$ cat src/rtl/context_swap_controller.sv
// Context swap sequencer between the kernel register bank (shift 0) and the
// process bank (shift 1). It also runs the preemption quantum timer.
//
//    state     | meaning
//    ----------+-----------------------------------------------------------
//    ST_KERNEL | kernel bank selected, timer stopped, waits for rfe
//    ST_USER   | process bank selected, timer running, waits for a request
//    ST_SAVE   | reg 28 <= saved user PC (pc_operation = 01)
//    ST_ENTER  | reg 28 <= interrupt code, fetch jumps to the kernel vector
//    ST_EXIT   | fetch jumps to the resume PC, timer reloaded from quantum
module context_swap_controller #(
   parameter int unsigned             DATA_WIDTH    = 32,
   parameter int unsigned             INTRPT_WIDTH  = 6,
   parameter int unsigned             QUANTUM_WIDTH = 16,
   parameter logic [INTRPT_WIDTH-1:0] TIMER_CODE    = INTRPT_WIDTH'(1),
   parameter logic [DATA_WIDTH-1:0]   KERNEL_VECTOR = '0
) (
   input  logic                     clk,
   input  logic                     reset,
   input  logic                     hlt,
   input  logic [INTRPT_WIDTH-1:0]  ext_intrpt,
   input  logic                     rfe,
   input  logic [DATA_WIDTH-1:0]    rfe_target,
   input  logic [DATA_WIDTH-1:0]    pc_in,
   input  logic                     quantum_we,
   input  logic [QUANTUM_WIDTH-1:0] quantum_data,
   output logic                     read_shift_enabler,
   output logic                     write_shift_enabler,
   output logic [1:0]               pc_operation,
   output logic [DATA_WIDTH-1:0]    proc_pc,
   output logic [INTRPT_WIDTH-1:0]  intrpt,
   output logic                     intrpt_ack,
   output logic                     pc_load,
   output logic [DATA_WIDTH-1:0]    pc_target,
   output logic                     stall,
   output logic                     user_mode
);

   typedef enum logic [2:0] {
      ST_KERNEL = 3'd0,
      ST_USER   = 3'd1,
      ST_SAVE   = 3'd2,
      ST_ENTER  = 3'd3,
      ST_EXIT   = 3'd4
   } state_t;

   state_t                   state, state_nxt;
   logic [QUANTUM_WIDTH-1:0] quantum_q;
   logic [QUANTUM_WIDTH-1:0] timer_q, timer_nxt;
   logic                     tmr_armed_q, tmr_armed_nxt;
   logic                     tmr_pend_q, tmr_pend_nxt;
   logic [INTRPT_WIDTH-1:0]  code_q, code_nxt;
   logic                     code_ext_q, code_ext_nxt;
   logic [DATA_WIDTH-1:0]    save_pc_q, save_pc_nxt;
   logic [DATA_WIDTH-1:0]    resume_pc_q, resume_pc_nxt;
   logic [QUANTUM_WIDTH-1:0] reload_val;

   logic                     shift_nxt, user_nxt, ack_nxt, load_nxt, stall_nxt;
   logic [1:0]               pc_op_nxt;
   logic [INTRPT_WIDTH-1:0]  intrpt_nxt;
   logic [DATA_WIDTH-1:0]    proc_pc_nxt, pc_target_nxt;

   logic                     ext_req, tmr_hit, tmr_req;

   // The timer hit is looked ahead by one count so the swap starts on the
   // very edge the count reaches zero; a hit that loses to an external
   // request is remembered in tmr_pend_q across the kernel visit.
   assign ext_req    = |ext_intrpt;
   assign tmr_hit    = tmr_armed_q && (timer_q == QUANTUM_WIDTH'(1));
   assign tmr_req    = tmr_pend_q || tmr_hit;
   assign reload_val = quantum_we ? quantum_data : quantum_q;

   // Next-state, timer, latches and Moore output decode of the next state.
   always_comb begin
      state_nxt     = state;
      timer_nxt     = timer_q;
      tmr_armed_nxt = tmr_armed_q;
      tmr_pend_nxt  = tmr_pend_q;
      code_nxt      = code_q;
      code_ext_nxt  = code_ext_q;
      save_pc_nxt   = save_pc_q;
      resume_pc_nxt = resume_pc_q;

      if (state == ST_USER && timer_q != '0) begin
         timer_nxt = timer_q - QUANTUM_WIDTH'(1);
      end
      if (state == ST_USER && tmr_hit) begin
         tmr_pend_nxt = 1'b1;
      end

      case (state)
         ST_KERNEL: begin
            if (rfe) begin
               state_nxt     = ST_EXIT;
               resume_pc_nxt = rfe_target;
            end
         end
         ST_USER: begin
            if (ext_req) begin
               state_nxt    = ST_SAVE;
               code_nxt     = ext_intrpt;
               code_ext_nxt = 1'b1;
               save_pc_nxt  = pc_in;
            end else if (tmr_req) begin
               state_nxt    = ST_SAVE;
               code_nxt     = TIMER_CODE;
               code_ext_nxt = 1'b0;
               save_pc_nxt  = pc_in;
               tmr_pend_nxt = 1'b0;
            end
         end
         ST_SAVE:  state_nxt = ST_ENTER;
         ST_ENTER: state_nxt = ST_KERNEL;
         ST_EXIT: begin
            state_nxt     = ST_USER;
            timer_nxt     = reload_val;
            tmr_armed_nxt = (reload_val != '0);
         end
         default:  state_nxt = ST_KERNEL;
      endcase

      shift_nxt     = 1'b0;
      user_nxt      = 1'b0;
      pc_op_nxt     = 2'b00;
      intrpt_nxt    = '0;
      ack_nxt       = 1'b0;
      load_nxt      = 1'b0;
      stall_nxt     = 1'b0;
      proc_pc_nxt   = proc_pc;
      pc_target_nxt = pc_target;

      case (state_nxt)
         ST_USER: begin
            shift_nxt = 1'b1;
            user_nxt  = 1'b1;
         end
         ST_SAVE: begin
            pc_op_nxt   = 2'b01;
            proc_pc_nxt = save_pc_nxt;
            stall_nxt   = 1'b1;
         end
         ST_ENTER: begin
            intrpt_nxt    = code_nxt;
            ack_nxt       = code_ext_nxt;
            load_nxt      = 1'b1;
            pc_target_nxt = KERNEL_VECTOR;
            stall_nxt     = 1'b1;
         end
         ST_EXIT: begin
            shift_nxt     = 1'b1;
            load_nxt      = 1'b1;
            pc_target_nxt = resume_pc_nxt;
            stall_nxt     = 1'b1;
         end
         default: ;
      endcase
   end

   // State, timer, latches and registered outputs; hlt freezes all but the
   // quantum register, which accepts writes in any state.
   always_ff @(posedge clk or posedge reset) begin
      if (reset) begin
         state               <= ST_KERNEL;
         quantum_q           <= '0;
         timer_q             <= '0;
         tmr_armed_q         <= 1'b0;
         tmr_pend_q          <= 1'b0;
         code_q              <= '0;
         code_ext_q          <= 1'b0;
         save_pc_q           <= '0;
         resume_pc_q         <= '0;
         read_shift_enabler  <= 1'b0;
         write_shift_enabler <= 1'b0;
         pc_operation        <= 2'b00;
         proc_pc             <= '0;
         intrpt              <= '0;
         intrpt_ack          <= 1'b0;
         pc_load             <= 1'b0;
         pc_target           <= '0;
         stall               <= 1'b0;
         user_mode           <= 1'b0;
      end else begin
         if (quantum_we) begin
            quantum_q <= quantum_data;
         end
         if (!hlt) begin
            state               <= state_nxt;
            timer_q             <= timer_nxt;
            tmr_armed_q         <= tmr_armed_nxt;
            tmr_pend_q          <= tmr_pend_nxt;
            code_q              <= code_nxt;
            code_ext_q          <= code_ext_nxt;
            save_pc_q           <= save_pc_nxt;
            resume_pc_q         <= resume_pc_nxt;
            read_shift_enabler  <= shift_nxt;
            write_shift_enabler <= shift_nxt;
            pc_operation        <= pc_op_nxt;
            proc_pc             <= proc_pc_nxt;
            intrpt              <= intrpt_nxt;
            intrpt_ack          <= ack_nxt;
            pc_load             <= load_nxt;
            pc_target           <= pc_target_nxt;
            stall               <= stall_nxt;
            user_mode           <= user_nxt;
         end
      end
   end

endmodule

$ cat config.mk
export PLATFORM = sky130hd
export DESIGN_NAME = context_swap_controller
export DESIGN_NICKNAME = d
export VERILOG_FILES = /design/src/rtl/context_swap_controller.sv
export SDC_FILE = /design/constraint.sdc
export NUM_CORES = 1
export LEC_CHECK = 0
export ABC_AREA = 1
export CORE_MARGIN = 3
export CORE_UTILIZATION = 25
export DETAILED_ROUTE_END_ITERATION = 8
export PLACE_DENSITY = 0.56
export SLEW_MARGIN = 20
export SYNTH_ARGS = -nofsm -noshare
export SYNTH_HDL_FRONTEND = slang
export SYNTH_SLANG_ARGS = --single-unit
export TNS_END_PERCENT = 5
$ cat constraint.sdc
create_clock -name clk -period 13.4 [get_ports clk]
set_input_delay 2.68 -clock clk [delete_from_list [all_inputs] [get_ports clk]]
set_output_delay 2.68 -clock clk [all_outputs]
set_load 0.02 [all_outputs]
Word-level counts from Yosys, hierarchy flattened
Index checks and enable logic that the tools add are counted.

word-level totals
  memory bits (read-only) = 0
  memories kept = 0
  memory bits (writable) = 0
  flip-flop bits (word level) = 185
  input bits = 91
  output and inout port bits = 78
  latch bits = 0

operators by class
  shift operators = 0
  order comparisons = 0
  bitwise gates (word level) = 1
  $add $sub $neg = 1
  mux-type cells = 30
  multipliers = 0
  div/mod/pow operators = 0
  reductions and logical operators = 17
  eq/ne operators = 8

operators by type and width
  cell                                                  number
  2-to-1 mux 32 bit                                     5
  case mux 32 bit (2 select lines)                      1
  2-to-1 mux 16 bit                                     3
  nonzero test 16 bit                                   2
  2-to-1 mux 6 bit                                      4
  equality test 16 x 1 -> 1 bit, second input constant  1
  subtractor 16 x 1 -> 16 bit, second input constant    1
  2-to-1 mux 1 bit                                      13
  case mux 3 bit (4 select lines)                       1
  equality test 3 x 2 -> 1 bit, second input constant   3
  2-to-1 mux 3 bit                                      3
  AND reduction 2 bit                                   4
  equality test 3 x 1 -> 1 bit, second input constant   2
  equality test 3 bit, second input constant            2
  OR reduction 6 bit                                    1
  nonzero test 2 bit                                    2
  OR reduction 2 bit                                    2
  logical AND 1 bit                                     3
  zero test 3 bit                                       1
  OR reduction 3 bit                                    1
  logical OR 1 bit                                      1
  inverter 1 bit                                        1

Logic depth before layout (Yosys ltp)
Gate-level depths: netlist (run 1).

  depth after elaboration = 9
  depth in mapped cells = 15
  mapped depth without buffers = 14

Least setup slack after synthesis (run 1)
OpenSTA, ideal clock, no wires.

  path type = input port to flip-flop
  start point = input quantum_we
  end point = register tmr_armed_q
  library setup time = 116 ps
  setup slack = 9665 ps
  cell stages on the path = 9
  data arrival time = 3619 ps
  path buffers = 1
  cells stage by stage = buf_2 -> inv_1 -> or2_2 -> o21ai_0 -> nand4_1 -> nor2_1 -> nand2_1 -> nand2_1 -> nand2_1

on the way
  cells in the longest elaborated chain, start to end = 2

RTL lines
  item                  RTL line  RTL
  from (decl)           25        input logic quantum_we,
  2-to-1 mux 16 bit     -
  nonzero test 16 bit   117       tmr_armed_nxt = (reload_val != '0);
  to (signal assigned)  189       tmr_armed_q <= tmr_armed_nxt;
  to (decl)             50        logic tmr_armed_q, tmr_armed_nxt;

No other way between the ends.
A chain may end at the register's enable or synchronous reset.

Worst setup path in the final report (run 1)
  start point = input ext_intrpt[2]
  end point = register proc_pc[3]

on the way
  cells in the longest elaborated chain, start to end = 5
  elaborated cells on any way between the ends = 7

RTL lines
  item                             RTL line  RTL
  from (decl)                      21        input logic [INTRPT_WIDTH-1:0] ext_intrpt,
  OR reduction 6 bit (*)           68        assign ext_req = |ext_intrpt;
  2-to-1 mux 3 bit                 99        if (ext_req) begin
  case mux 3 bit (4 select lines)  91        case (state)
  equality test 3 x 2 -> 1 bit     132       case (state_nxt)
  AND reduction 2 bit (no line)    -
  to (signal assigned)             198       proc_pc <= proc_pc_nxt;
  to (decl)                        30        output logic [DATA_WIDTH-1:0] proc_pc,

Mark *: on every way between the ends. The rest lies on a longest branch, timed or not.

==> results of run 1 <==
-- metal layers --
layer	part of all wire (%)	track usage, %	vias to the layer above
met5	0	0	-
met4	1.3	3.83	0
met3	5.4	3.54	16
met2	47	22.2	149
met1	47	18.4	3114
li1	-	-	3288
-- how the worst max path moves through the flow --
stage / start / to / depth (start not counted)
2_1_floorplan: reset / code_ext_q / 1
3_3_place_gp: ext_intrpt[2] / proc_pc[13] / 9
3_5_place_dp: ext_intrpt[2] / proc_pc[3] / 9
4_1_cts: ext_intrpt[2] / proc_pc[3] / 9
5_1_grt: ext_intrpt[2] / proc_pc[11] / 9
6_report: ext_intrpt[2] / proc_pc[3] / 9
-- cell usage after synthesis (2+ instances only) --
library cell / n
inv_1: 71
nand2_2: 2
and2_1: 6
nand4_1: 14
nand2_4: 2
nand3_1: 61
buf_4: 2
or2_2: 6
nor2_2: 2
buf_6: 6
buf_2: 16
inv_2: 5
nor2_1: 40
xor2_1: 3
o21ai_0: 93
clkbuf_1: 22
a21oi_1: 18
buf_1: 4
nand2_1: 411
dfrtp_1: 162
ha_1: 3
-- per-stage QoR --
stage	utilization [%]	setup slack [ns]	area (um2)
final	34.2	8.23	9980
after CTS	34.2	8.17	9970
after global routing	34.2	7.97	9980
after floorplan	-	6.34	7510
after global placement	32.3	7.78	9430
after detailed placement	32.3	7.72	9430
-- worst max-delay path: stages --
cell and delay [ns]:
clkdlybuf4s50_1 0.42, nor2_1 0.26, nand3_1 0.21, nand2_2 0.64
nand2_8 0.26, nand2_4 0.41, clkinv_4 0.34, nand2_1 0.17
nand2_1 0.06
-- sequential cells by signal, summed over array words and instances, names as in the netlist --
name                 flops
pc_target               32
proc_pc                 32
save_pc_q               32
quantum_q               16
timer_q                 16
resume_pc_q             10
code_q                   6
intrpt                   6
state                    3
code_ext_q               1
intrpt_ack               1
pc_load                  1
pc_operation             1
stall                    1
tmr_armed_q              1
tmr_pend_q               1
user_mode                1
write_shift_enabler      1
-- cell families after synthesis --
group / count (synthesis) / synth area share [%]
xor gates and xnor gates: 3 / 0.350
buffers and inverters: 127 / 7.38
and+or+nand+nor: 547 / 29.9
adders and majority gates: 3 / 0.500
DFF: 162 / 54.0
other: 1 / 0.0500
AOI/OAI and AO/OA: 116 / 7.85
-- power groups by stage --
stage | clock network (mW) | logic [mW] | registers, mW
after CTS | 0.477 | 0.853 | 0.801
after global placement | 0 | 0.839 | 0.804
after global routing | 0.494 | 0.949 | 0.826
final | 0.459 | 0.837 | 0.799
after detailed placement | 0 | 0.851 | 0.804
after floorplan | 0 | 0.432 | 0.888
-- area by class of cell --
| type | instances | share of cell area, % |
|---|---|---|
| tap | 384 | 4.82 |
| clock inverter | 13 | 1.02 |
| inverter | 77 | 3.00 |
| sequential | 162 | 40.6 |
| multi-input combinational | 670 | 29.1 |
| timing repair buffer | 171 | 17.0 |
| clock buffer | 19 | 4.44 |
-- cell usage in the layout (no fill, tap or decap), types with 6 or more instances in the layout --
cell type	instances
nand4_1	14
a21oi_1	18
clkbuf_16	17
and2_1	6
nor2_1	40
or2_2	6
nand3_1	60
inv_1	70
clkdlybuf4s50_1	166
nand2_1	411
dfrtp_1	162
o21ai_0	93
==> impl_metrics.py, run 1 <==
metrics = {
    "global_route": {
        "grt_overflow": 0,
        "grt_use_total_pct": 13.8,
        "grt_max_degree": 99,
        "grt_pass1_wl_um": 34900,
        "grt_antenna_before_repair": 0,
        "first_global_vias": 6577,
    },
    "critical_path": {
        "r2r.worst_path.cells": 9,
        "timing.reg2reg.setup_slack_ns": 10.45,
        "critical_path_arrival_ns": 5.48,
        "end_kind": "flop",
        "critical_path_peak_fanout": 35,
        "crit_path_start_kind": "input pin",
        "cp_data_required_time_ns": 13.72,
        "critical_path_class": "in -> reg",
        "crit-reg2reg-capture": "proc_pc[3]",
        "regToRegStartpoint": "state[1]",
    },
    "place": {
        "buffer_ports.inserted": 167,
        "post-place-cells": 1464,
        "dp_hpwl_um": 14400,
        "finalWeightedCongestion": 0.797,
    },
    "sta": {
        "transition_at_the_pin_with_the_smallest_max_transition_slack_ns": 0.929,
        "setup_viol": 0,
        "fin_hold_ws_ns": 0.472,
        "min_period_over_period_pct": 38.6,
        "fmaxAchievable_ghz": 0.194,
        "min_period_ns": 5.17,
        "tns_ns": 0,
        "slew_violations": 0,
        "final_hold_violation_count": 0,
        "final.setup_skew_ns": 0.0122,
        "maxSlewHeadroom_pct": 38.1,
        "setup_repair_after_global_routing_missed_its_margin": "no",
    },
    "final_layout": {
        "final_nets": 1193,
        "antenna_cells": 0,
        "multi_input_comb_area_um2": 2900,
        "ff_latch_area_um2": 4050,
        "layoutNonFillerInstCount": 1496,
        "post_route_cells_drive_above_1_share_pct": 5.13,
        "layout-area-overhead-vs-synth_pct": 32.9,
        "fill_cells": 3098,
    },
    "pwr": {
        "peak_supply_drop_mv": 0.0802,
        "power.density_nw_per_um2": 210,
        "combPwrFrac_pct": 39.9,
        "switching_share_pct": 39.7,
        "totalPowerFinal_mw": 2.10,
        "power.static_leakage_nw": 4.89,
        "intPower_mw": 1.26,
        "power_switching_uw": 831,
        "sequential_share_of_power_pct": 38.2,
        "share_clk_of_total_power_pct": 21.9,
    },
    "synthesis": {
        "cell_area_after_technology_mapping_um2": 7510,
        "yosys_warnings": 0,
        "synth.top_cells.by_area": "dfrtp_1 (54%), nand2_1 (21%), o21ai_0 (6.2%)",
        "avgSynthCellArea_um2": 7.83,
        "synth_seq_area_share_pct": 54.0,
        "mappedNetlistNets": 1053,
        "synth-seq-cells": 162,
        "synth.distinct_cells": 31,
        "synth.largest_area_cell": "dfrtp_1",
        "postSynth.asyncResetShare_pct": 100,
        "syn-instance-count": 959,
        "synthDominantCellAreaShare_pct": 54.0,
        "synth_top_flop_cell": "dfrtp_1",
        "synth-edff-count": 0,
    },
    "clock_network": {
        "post-cts-setup-buffers": 0,
        "clockBufferDepth": 2,
        "cts_tree": "done",
        "numClockSinks": 162,
        "cts_buffers": 17,
        "ctsHtreeMaxLevel": 4,
        "cts_resized": 0,
        "clock_slew_at_reported_path_ffs_ns": 0.07,
        "ctsRootBufferMaster": "clkbuf_16",
        "worst_skew_pair.late_latency_ns": 0.43,
        "post_cts_hold_buffer_count": 0,
    },
    "detailed_routing": {
        "drt_first_iter_violations": 445,
        "routed-via-count": 6567,
        "avgViaCountPerCell": 4.39,
        "detailed_routing_iteration_count_for_the_pre_antenna_repair_pass": 5,
        "routedWlPerCell_um": 14.3,
        "route.antenna.remaining_nets": 0,
        "detail_route.wirelength_um": 21500,
        "route.detailed.drc": 0,
    },
    "status": {
        "run_status": "complete, no violations",
    },
    "floorplanning": {
        "design.die.area_um2": 32100,
        "std_cell_rows": 62,
        "fp.dieW_um": 179,
        "core_um2": 29200,
        "floorplan.die.height_um": 179,
        "io-pin-count": 169,
        "initial_core_util_pct": 25.7,
    },
    "worst_hold_path": {
        "worstHoldPathCells": 2,
        "min_path_type": "reg -> reg",
        "hold_end": "quantum_q[0]",
        "min_from": "quantum_q[0]",
    },
    "flow_run": {
        "drv_cap": 0,
    },
}
Note: power is estimated with default switching activity, not from simulation.
==> run 2: changes to the inputs <==
--- a/config.mk
+++ b/config.mk
@@ -9,7 +9,7 @@
 export CORE_MARGIN = 3
 export CORE_UTILIZATION = 25
 export DETAILED_ROUTE_END_ITERATION = 8
-export PLACE_DENSITY = 0.56
+export PLACE_DENSITY = 0.58
 export SLEW_MARGIN = 20
 export SYNTH_ARGS = -nofsm -noshare
 export SYNTH_HDL_FRONTEND = slang
==> constraint.sdc (replaced) <==
create_clock -name clk -period 4.5 [get_ports clk]
set_input_delay 0.9 -clock clk [delete_from_list [all_inputs] [get_ports clk]]
set_output_delay 0.9 -clock clk [all_outputs]
set_load 0.02 [all_outputs]
==> run 2 against run 1 <==
Clock skew grew 0.0079 ns; total power grew to 3.0 times the previous value; routed wire length shrank 0.31%; register-to-register slack lost 8.8 ns; sequential power grew to 3.0 times the previous value; non-clock buffer count grew 3; die area is the same; flip-flop and latch count is the same; core utilization grew 0.30 points; cell area grew 0.88%; worst setup slack lost 6.6 ns; combinational power grew to 3.0 times the previous value.
==> impl_metrics.py, run 2 (synthesized netlist as in run 1, its figures left out) <==
metrics = {
    "detailed_routing": {
        "routed-via-count": 6570,
        "avgViaCountPerCell": 4.37,
        "route.detailed.drc": 0,
        "routedWlPerCell_um": 14.2,
        "detailroute.wirelength.met2_um": 10000,
        "met3_wirelength_um": 1260,
        "met1Wirelength_um": 9770,
        "drt_first_iter_violations": 407,
        "highest_layer": "met4",
        "detailed_routing_iteration_count_for_the_pre_antenna_repair_pass": 5,
        "route.antenna.remaining_nets": 0,
        "detail_route.wirelength_um": 21400,
    },
    "floorplanning": {
        "floorplan.die.height_um": 179,
        "std_cell_rows": 62,
        "fp.dieW_um": 179,
        "design.die.area_um2": 32100,
        "io-pin-count": 169,
        "core_um2": 29200,
        "initial_core_util_pct": 25.7,
    },
    "critical_path": {
        "end_kind": "flop",
        "cp_data_required_time_ns": 4.78,
        "crit_path_start_kind": "flop",
        "critical_path_class": "reg -> reg",
        "critical_path_peak_fanout": 24,
        "critical_path_arrival_ns": 3.17,
    },
    "place": {
        "dp_hpwl_um": 14100,
        "buffer_ports.inserted": 167,
        "finalWeightedCongestion": 0.806,
    },
    "pwr": {
        "power_switching_mw": 2.50,
        "intPower_mw": 3.87,
        "sequential_share_of_power_pct": 37.5,
        "power.static_leakage_nw": 4.94,
        "switching_share_pct": 39.2,
        "peak_supply_drop_mv": 0.299,
        "totalPowerFinal_mw": 6.38,
        "combPwrFrac_pct": 39.2,
        "share_clk_of_total_power_pct": 23.3,
        "power.density_nw_per_um2": 634,
    },
    "status": {
        "run_status": "complete, no violations",
    },
    "clock_network": {
        "ctsRootBufferMaster": "clkbuf_16",
        "cts_tree": "done",
        "cts_resized": 0,
        "post_cts_hold_buffer_count": 0,
        "ctsHtreeMaxLevel": 4,
        "cts_buffers": 17,
        "post-cts-setup-buffers": 0,
        "numClockSinks": 162,
        "worst_skew_pair.late_latency_ns": 0.43,
        "clock_slew_at_reported_path_ffs_ns": 0.07,
        "clockBufferDepth": 2,
    },
    "sta": {
        "fmaxAchievable_ghz": 0.346,
        "slew_violations": 0,
        "min_period_over_period_pct": 64.1,
        "setup_repair_after_global_routing_missed_its_margin": "no",
        "setup_viol": 0,
        "transition_at_the_pin_with_the_smallest_max_transition_slack_ns": 0.903,
        "final.setup_skew_ns": 0.0201,
        "tns_ns": 0,
        "maxSlewHeadroom_pct": 39.8,
        "min_period_ns": 2.89,
        "final_hold_violation_count": 0,
    },
    "worst_hold_path": {
        "min_path_type": "reg -> reg",
    },
    "global_route": {
        "grt_use_total_pct": 13.6,
        "grt_overflow": 0,
        "grt_max_degree": 163,
        "grt_pass1_wl_um": 34500,
        "first_global_vias": 6615,
        "grt_antenna_before_repair": 3,
    },
    "final_layout": {
        "mostFrequentLayoutCells": "nand2_1 (411), clkdlybuf4s50_1 (166), dfrtp_1 (162)",
        "layout-area-overhead-vs-synth_pct": 34.1,
        "fill_cells": 3075,
        "final_nets": 1196,
        "post_route_cells_drive_above_1_share_pct": 5.47,
        "reg.largest.list": "pc_target x32, proc_pc x32, save_pc_q x32",
        "layout.cells.most_common": "nand2_1",
    },
    "flow_run": {
        "drv_cap": 0,
    },
}
## run 2: cell count changes in the layout (fill, tap and decap cells not counted), moves of 2 or more
cell / delta
diode_2: +3
clkinv_4: +2
bufinv_16: +2
buf_4: +2
## run 2: worst paths after layout
check	start	to	slack (ns)	depth (start not counted)
max	state[1]	timer_q[5]	1.61	8
min	quantum_q[0]	quantum_q[0]	0.48	2
max reg2reg	state[1]	timer_q[5]	1.61	8
min reg2reg	quantum_q[0]	quantum_q[0]	0.48	2
max in group asynchronous	reset	pc_target[26]	2.73	3
min in group asynchronous	reset	intrpt[4]	1.09	3
## run 2: worst max-delay path, cell delays in order (launching register included)
cell,delay (ns)
dfrtp_1,0.52
inv_1,0.17
nand3_1,0.59
nor2_1,0.32
inv_1,0.09
nand2_1,0.53
inv_1,0.32
nand2_1,0.11
o21ai_0,0.08
## run 2: final cells by class
| class | instances | area, um2 | area share (%) |
|---|---|---|---|
| Multi-Input combinational cell | 670 | 2900 | 28.8 |
| Inverter | 77 | 298 | 2.96 |
| Timing Repair Buffer | 174 | 1730 | 17.2 |
| Sequential cell | 162 | 4050 | 40.3 |
| Tap cell | 384 | 480 | 4.77 |
| Antenna cell | 3 | 7.51 | 0.0746 |
| Clock inverter | 15 | 170 | 1.69 |
| Clock buffer | 17 | 425 | 4.23 |
## run 2: power by group through the flow
stage / clock network [mW] / registers (mW) / logic (mW)
final: 1.49 / 2.39 / 2.50
after global routing: 1.60 / 2.47 / 2.82
after CTS: 1.55 / 2.39 / 2.54
after detailed placement: 0 / 2.40 / 2.53
after global placement: 0 / 2.40 / 2.49
after floorplan: 0 / 2.64 / 1.29
## run 2: through the flow
| stage | worst slack [ns] | cell area, um2 | cells | hold slack (ns) | util, % |
|---|---|---|---|---|---|
| floorplan | 1.54 | 7510 | 959 | 0.438 | - |
| global placement | 1.36 | 9460 | 1467 | 0.457 | 32.4 |
| detailed placement | 1.26 | 9460 | 1467 | 0.465 | 32.4 |
| CTS | 1.57 | 10100 | 1499 | 0.485 | 34.5 |
| global route | 1.20 | 10100 | 1502 | 0.504 | 34.5 |
| finish | 1.61 | 10100 | 1502 | 0.480 | 34.5 |
## run 2: layer usage
metal	GRT usage, %	up-vias
li1	-	3284
met1	17.9	3113
met2	21.6	158
met3	3.75	15
met4	4.35	0
met5	0	-
